File: config.mk
export PLATFORM = sky130hd
export DESIGN_NAME = alu_seq_param
export DESIGN_NICKNAME = d
export VERILOG_FILES = /design/src/rtl/alu_seq_param.sv
export SDC_FILE = /design/constraint.sdc
export NUM_CORES = 1
export LEC_CHECK = 0
export ABC_AREA = 1
export BUFFER_PORTS_ARGS = -buffer_cell sky130_fd_sc_hd__buf_2
export CELL_PAD_IN_SITES_DETAIL_PLACEMENT = 1
export CELL_PAD_IN_SITES_GLOBAL_PLACEMENT = 1
export CORE_ASPECT_RATIO = 0.5
export CORE_MARGIN = 10
export CORE_UTILIZATION = 46
export CTS_BUF_LIST = sky130_fd_sc_hd__clkbuf_8
export CTS_CLUSTER_SIZE = 30
export DETAILED_ROUTE_END_ITERATION = 12
export GPL_TIMING_DRIVEN = 0
export PLACE_DENSITY = 0.84
export SLEW_MARGIN = 10
export SYNTH_ARGS = -nofsm -noshare
export SYNTH_HDL_FRONTEND = slang
export SYNTH_SLANG_ARGS = --single-unit
export TNS_END_PERCENT = 20
File: constraint.sdc
create_clock -name clk -period 2.7 [get_ports clk]
set_input_delay 0.135 -clock clk [delete_from_list [all_inputs] [get_ports clk]]
set_output_delay 0.135 -clock clk [all_outputs]
set_load 0.02 [all_outputs]
File: src/rtl/alu_seq_param.sv
// alu_seq_param: sequential ALU with a request/response handshake.
// Add and subtract finish in one cycle. Multiply (shift-add) and divide
// (restoring) take WIDTH iteration cycles. Divide by zero finishes at once
// with saturated results.
module alu_seq_param #(
  parameter int WIDTH = 8
) (
  input  logic                 clk,
  input  logic                 rst_n,
  input  logic                 in_valid,
  output logic                 in_ready,
  input  logic [WIDTH-1:0]     A,
  input  logic [WIDTH-1:0]     B,
  input  logic [1:0]           opcode,
  output logic [2*WIDTH-1:0]   result,
  output logic [WIDTH-1:0]     remainder,
  output logic                 carry_flag,
  output logic                 overflow_flag,
  output logic                 div_by_zero,
  output logic                 out_valid
);

  localparam int CW = $clog2(WIDTH);
  localparam logic [1:0] OP_ADD = 2'b00;
  localparam logic [1:0] OP_SUB = 2'b01;
  localparam logic [1:0] OP_MUL = 2'b10;

  typedef enum logic [1:0] {IDLE, CALC, DONE} state_t;

  state_t               state, state_nxt;
  logic [1:0]           op_q;
  logic [CW-1:0]        cnt;
  logic [2*WIDTH-1:0]   mcand;
  logic [WIDTH-1:0]     mplier;
  logic [2*WIDTH-1:0]   prod;
  logic [2*WIDTH-1:0]   mul_sum;
  logic [WIDTH-1:0]     div_q;
  logic [WIDTH-1:0]     div_r;
  logic [WIDTH-1:0]     div_d;
  logic [WIDTH:0]       div_sh;
  logic                 div_ge;
  logic [WIDTH-1:0]     div_q_nxt;
  logic [WIDTH-1:0]     div_r_nxt;
  logic                 accept;
  logic                 is_long;
  logic                 last;

  // {carry, overflow, zero-extended (WIDTH+1)-bit sum or difference}
  function automatic logic [2*WIDTH+1:0] add_sub(input logic [WIDTH-1:0] a,
                                                  input logic [WIDTH-1:0] b,
                                                  input logic sub);
    logic [WIDTH:0] s;
    logic           ovf;
    if (sub) begin
      s   = {1'b0, a} - {1'b0, b};
      ovf = (a[WIDTH-1] != b[WIDTH-1]) && (s[WIDTH-1] != a[WIDTH-1]);
    end else begin
      s   = {1'b0, a} + {1'b0, b};
      ovf = (a[WIDTH-1] == b[WIDTH-1]) && (s[WIDTH-1] != a[WIDTH-1]);
    end
    return {s[WIDTH], ovf, {(WIDTH-1){1'b0}}, s};
  endfunction

  // {carry, overflow} for a full-width unsigned product
  function automatic logic [1:0] mul_flags(input logic [2*WIDTH-1:0] p);
    return {|p[2*WIDTH-1:WIDTH], p[2*WIDTH-1:WIDTH] != {WIDTH{p[WIDTH-1]}}};
  endfunction

  assign in_ready  = (state == IDLE) && rst_n;
  assign out_valid = (state == DONE);
  assign accept    = in_valid && in_ready;
  assign is_long   = (opcode == OP_MUL) || ((opcode == 2'b11) && (B != '0));
  assign last      = (cnt == CW'(WIDTH - 1));

  // One iteration of shift-add multiply and restoring divide
  always_comb begin
    mul_sum   = prod + (mplier[0] ? mcand : '0);
    div_sh    = {div_r, div_q[WIDTH-1]};
    div_ge    = (div_sh >= {1'b0, div_d});
    div_r_nxt = div_ge ? WIDTH'(div_sh - {1'b0, div_d}) : div_sh[WIDTH-1:0];
    div_q_nxt = {div_q[WIDTH-2:0], div_ge};
  end

  // Next-state logic
  always_comb begin
    state_nxt = state;
    case (state)
      IDLE:    if (accept) state_nxt = is_long ? CALC : DONE;
      CALC:    if (last) state_nxt = DONE;
      DONE:    state_nxt = IDLE;
      default: state_nxt = IDLE;
    endcase
  end

  // State register
  always_ff @(posedge clk) begin
    if (!rst_n) state <= IDLE;
    else        state <= state_nxt;
  end

  // Iteration registers: loaded on acceptance, stepped once per CALC cycle
  always_ff @(posedge clk) begin
    if (accept) begin
      op_q   <= opcode;
      mcand  <= {{WIDTH{1'b0}}, A};
      mplier <= B;
      prod   <= '0;
      div_q  <= A;
      div_r  <= '0;
      div_d  <= B;
      cnt    <= '0;
    end else if (state == CALC) begin
      mcand  <= mcand << 1;
      mplier <= mplier >> 1;
      prod   <= mul_sum;
      div_q  <= div_q_nxt;
      div_r  <= div_r_nxt;
      cnt    <= cnt + 1'b1;
    end
  end

  // Output registers: written only on the edge that enters DONE
  always_ff @(posedge clk) begin
    if (!rst_n) begin
      result        <= '0;
      remainder     <= '0;
      carry_flag    <= 1'b0;
      overflow_flag <= 1'b0;
      div_by_zero   <= 1'b0;
    end else if (accept && !is_long) begin
      if (opcode == OP_ADD || opcode == OP_SUB) begin
        {carry_flag, overflow_flag, result} <= add_sub(A, B, opcode[0]);
        remainder   <= '0;
        div_by_zero <= 1'b0;
      end else begin
        result        <= '1;
        remainder     <= '1;
        carry_flag    <= 1'b1;
        overflow_flag <= 1'b1;
        div_by_zero   <= 1'b1;
      end
    end else if (state == CALC && last) begin
      div_by_zero <= 1'b0;
      if (op_q == OP_MUL) begin
        result                      <= mul_sum;
        remainder                   <= '0;
        {carry_flag, overflow_flag} <= mul_flags(mul_sum);
      end else begin
        result        <= {{WIDTH{1'b0}}, div_q_nxt};
        remainder     <= div_r_nxt;
        carry_flag    <= 1'b0;
        overflow_flag <= 1'b0;
      end
    end
  end

endmodule

==> impl.org <==
** Run status
- Status :: completed

** Timing
- At the pin with the least slew margin, the transition time is 0.952 ns.
- Minimum hold slack :: 0.0247 ns
- The clock arrives with 0.0216 ns of skew.
- Setup violations remaining at the end of the flow were counted as 0.
- In this run the tightest slew margin relative to its limit is 0.365.
- The final number of max-transition violations came to 0.
- Clock period minus worst slack :: 2.68 ns
- The number of hold-slack violations in the final timing report is 0.
- Static timing analysis puts the maximum clock frequency at 373 MHz.
- Setup repair after global routing could not meet its margin everywhere.
- Summed negative setup slack over all endpoints :: 0 ns
- Portion of the clock cycle consumed by the worst path in the final layout :: 0.994

** Clock tree
- The tree built by TritonCTS fans out to 98 sinks.
- TritonCTS created 9 clock buffers.
- Clk pin slew, worst setup/hold paths :: 0.11 ns
- Root buffer selected by CTS :: sky130_fd_sc_hd__clkbuf_8
- No sink is reached through more buffers than the 2 on the longest clock path.
- TritonCTS clock tree :: built
- For the worst-skew pair, the clock arrives at the later sink with an insertion delay of 0.38 ns.
- In this run the number of H-tree levels came out at 3.

** Drt
- Wirelength per Cell :: 19.0 µm
- After detailed routing, the number of remaining DRC violations is 0.
- Total via count after detailed routing :: 5,737
- First-pass iteration count of the detailed router :: 4
- For this block, the routed nets add up to 20,100 µm of wire.
- After detailed routing, the number of vias per cell comes to 5.44.
- After the first detailed-routing iteration, the DRC count stood at 305.
- Remaining antenna violation count :: 0

** Pwr
- Internal power of the cells :: 2.53 mW
- Fraction of power consumed by combinational cells :: 0.312
- Summed over all cells, the static leakage comes to 3.46 nW.
- Pwr Density :: 579 mW/mm²
- Of the total power, registers draw 0.442.
- The share of total power dissipated in the clock network is 0.246.
- For this design the total switching power over the nets is 1.51 mW.
- Peak supply drop :: 0.260 mV
- Switching Share :: 0.374
- The completed layout was analyzed and its total power is 4.03 mW.

** Placement
- During placement, the flow inserted port buffers numbering 49.
- RD Place Congestion :: 0.919
- After legalization and detailed placement, the total HPWL measured 15,200 µm.
- Post-Place Cells :: 1,026

** Critical path
- Number of cells on the worst reg-to-reg path :: 18
- Worst reg-to-reg setup slack :: 0.02 ns
- Data required, critical path :: 2.99 ns
- Crit path from :: mplier[0]
- CP Launch Type :: flip-flop
- Endpoint of the lowest-slack register-to-register path :: carry_flag
- In this run the worst setup path terminates at carry_flag.
- Walking the worst path, the cells encountered are buf_8, nand2_4, inv_2, ha_4, fa_2, nand2_2, nand2_4, nand3b_1, nand2_2, nand2_2, nand3_2, nand2_1, nand2_1, nand3b_1, nand2_1, nand3_1, nand2_1, inv_1.
- CP max stage cell :: sky130_fd_sc_hd__edfxtp_1
- Data arrival, critical path :: 2.98 ns
- The worst setup path is of the flip-flop to flip-flop kind.
- In this run the critical register-to-register path is launched from mplier[0].
- The largest single stage delay on the critical path is 0.48 ns.
- Counting stages on the worst path, the most repeated cell is sky130_fd_sc_hd__nand2_1.
- Critical path fanouts, max :: 5
- The worst setup path is captured at a flip-flop.

** Floorplan
- In this run the horizontal extent of the chip is 182 µm.
- For this configuration, the core starts out at a cell density of 0.473.
- I/O pin total :: 50
- The floorplan step defined a die boundary enclosing 0.0184 mm².
- The die is 101 µm tall.
- The floorplan step defined a core boundary enclosing 0.0127 mm².
- Total number of placement rows :: 29

** Logic synthesis
- Number of storage elements in the synthesis netlist :: 98
- Sequential share of the synthesized area :: 0.382
- Each instance of the synthesized netlist takes up on average 7.47 µm².
- When the netlist entered floorplanning its net count stood at 873.
- Counting distinct cell types in the post-synthesis netlist gives 51.
- Number of warnings reported in the yosys synthesis log :: 0
- Post-synthesis cell count :: 807
- Cell Area, Synth :: 0.00603 mm²

** Global routing
- Wire length of the first global-routing pass :: 31,400 µm
- The number of antenna violations at the first check in global routing is 0.
- Global routing finished with a remaining overflow of 0.
- The number of global-route vias before repair is 5,908.
- Entering global routing, the biggest net connects 28 pins.
- Global Route Usage Sum :: 0.212

** Finish
- Number of diodes :: 0
- Fraction of final layout cells with drive strength greater than 1 :: 0.162
- In the layout the commonest cells are sky130_fd_sc_hd__nand2_1, sky130_fd_sc_hd__inv_1, sky130_fd_sc_hd__dfxtp_1.
- Post-route core utilization :: 0.547
- Area grow syn2layout :: 15.7%
- The net count of the finished layout is 946.
- Leaving out fill and tap cells, the most frequent cell in the layout is sky130_fd_sc_hd__nand2_1.
- Post-route non-filler standard cell count :: 1,055

** Hold path
- The path class of the tightest hold or removal check is input pin to flip-flop.

** Run
- Max-cap violations :: 0
==> state kept, by name, summed over array words and instances (netlist names) <==
signal / count
div_q: 8
div_r: 8
cnt: 3
result: 16
div_d: 8
op_q: 2
state: 2
overflow_flag: 1
prod: 16
mcand: 16
mplier: 8
div_by_zero: 1
remainder: 8
carry_flag: 1
==> cells in the mapped netlist (all sizes together) <==
master	instances	area (µm²)
nand2	234	886
inv	119	449
o21ai	71	370
dfxtp	64	1280
a21oi	52	287
nor2	44	175
ha	41	513
edfxtp	34	1020
nand3	34	175
buf	13	93.8
a22oi	12	90.1
clkbuf	12	45.0
xor2	11	96.3
o211ai	10	75.1
nor3	8	61.3
a31oi	6	37.5
a22o	5	43.8
nand4	5	31.3
xnor2	5	43.8
fa	4	80.1
o21bai	4	30.0
and2	3	18.8
nand3b	3	22.5
a41oi	2	17.5
clkinv	2	8.75
a211oi	1	7.51
a21boi	1	7.51
a21o	1	7.51
o2111ai	1	8.76
o21a	1	7.51
o22ai	1	6.26
o2bb2ai	1	8.76
o31ai	1	12.5
or2	1	6.26
==> critical path: cells and delay by family, from the launching register on <==
family                   cells  cell delay [ns]
AND/OR/NAND/NOR             13             1.30
buffers and inverters        3             0.25
flip-flops                   1             0.48
adder cells (fa/ha/maj)      2             0.54
==> power groups by stage <==
| stage | combinational, mW | sequential, mW | clock, mW |
|---|---|---|---|
| after floorplan | 0.817 | 1.80 | 0 |
| after global placement | 1.12 | 1.80 | 0 |
| after detailed placement | 1.17 | 1.81 | 0 |
| after CTS | 1.20 | 1.78 | 1.00 |
| after global routing | 1.40 | 1.80 | 1.06 |
| final | 1.26 | 1.78 | 0.991 |
==> cell families (layout without fill, tap and decap cells) <==
kind of cell | after synthesis | in the layout | share of synthesized area
and+or+nand+nor | 332 | 332 | 0.228
AOI/OAI and AO/OA | 170 | 170 | 0.169
buffers and inverters | 146 | 224 | 0.0990
DFF | 98 | 98 | 0.382
adders and majority gates | 45 | 45 | 0.0984
xor gates and xnor gates | 16 | 16 | 0.0233
==> final cells by class <==
class | instances | area (µm²)
tap | 170 | 213
sequential | 98 | 2300
multi-input combinational | 563 | 3280
inverter | 121 | 458
clock inverter | 7 | 73.8
fill | 1635 | 5770
buffer | 24 | 146
timing repair buffer | 63 | 370
clock buffer | 9 | 124
==> per-stage QoR <==
step,instance area (µm²),worst slack (ns)
3_5_place_dp,6480,-0.446
2_1_floorplan,6030,0.246
3_3_place_gp,6480,-0.345
6_report,6970,0.0168
5_1_grt,6970,-0.158
4_1_cts,6820,0.000616
==> how the worst min path moves through the flow <==
| stage | from | endpoint | slack (ns) | depth (start not counted) |
|---|---|---|---|---|
| floorplan | B[0] | div_d[0] | 0.23 | 0 |
| global placement | B[7] | div_d[7] | 0.37 | 1 |
| detailed placement | B[7] | div_d[7] | 0.37 | 1 |
| CTS | B[1] | div_d[1] | 0.005 | 1 |
| global route | opcode[0] | op_q[0] | 0.006 | 1 |
| finish | opcode[0] | op_q[0] | 0.02 | 1 |
==> layer usage <==
metal | routed length [µm] | GRT usage
met1 | 9570 | 0.279
met2 | 9580 | 0.362
met3 | 665 | 0.0358
met4 | 238 | 0.0410
met5 | 0 | 0
==> what timing repair did <==
| action | in CTS | in global routing |
|---|---|---|
| pin swaps | 4 | 12 |
| setup endpoints to repair | 13 | 2 |
| hold endpoints to repair | 7 | 1 |
| resized for setup | 15 | 34 |
| hold buffers | 7 | 1 |
| cloned | 1 | 0 |
| buffers inserted | 2 | 3 |
(Power assumes the default switching activity.)
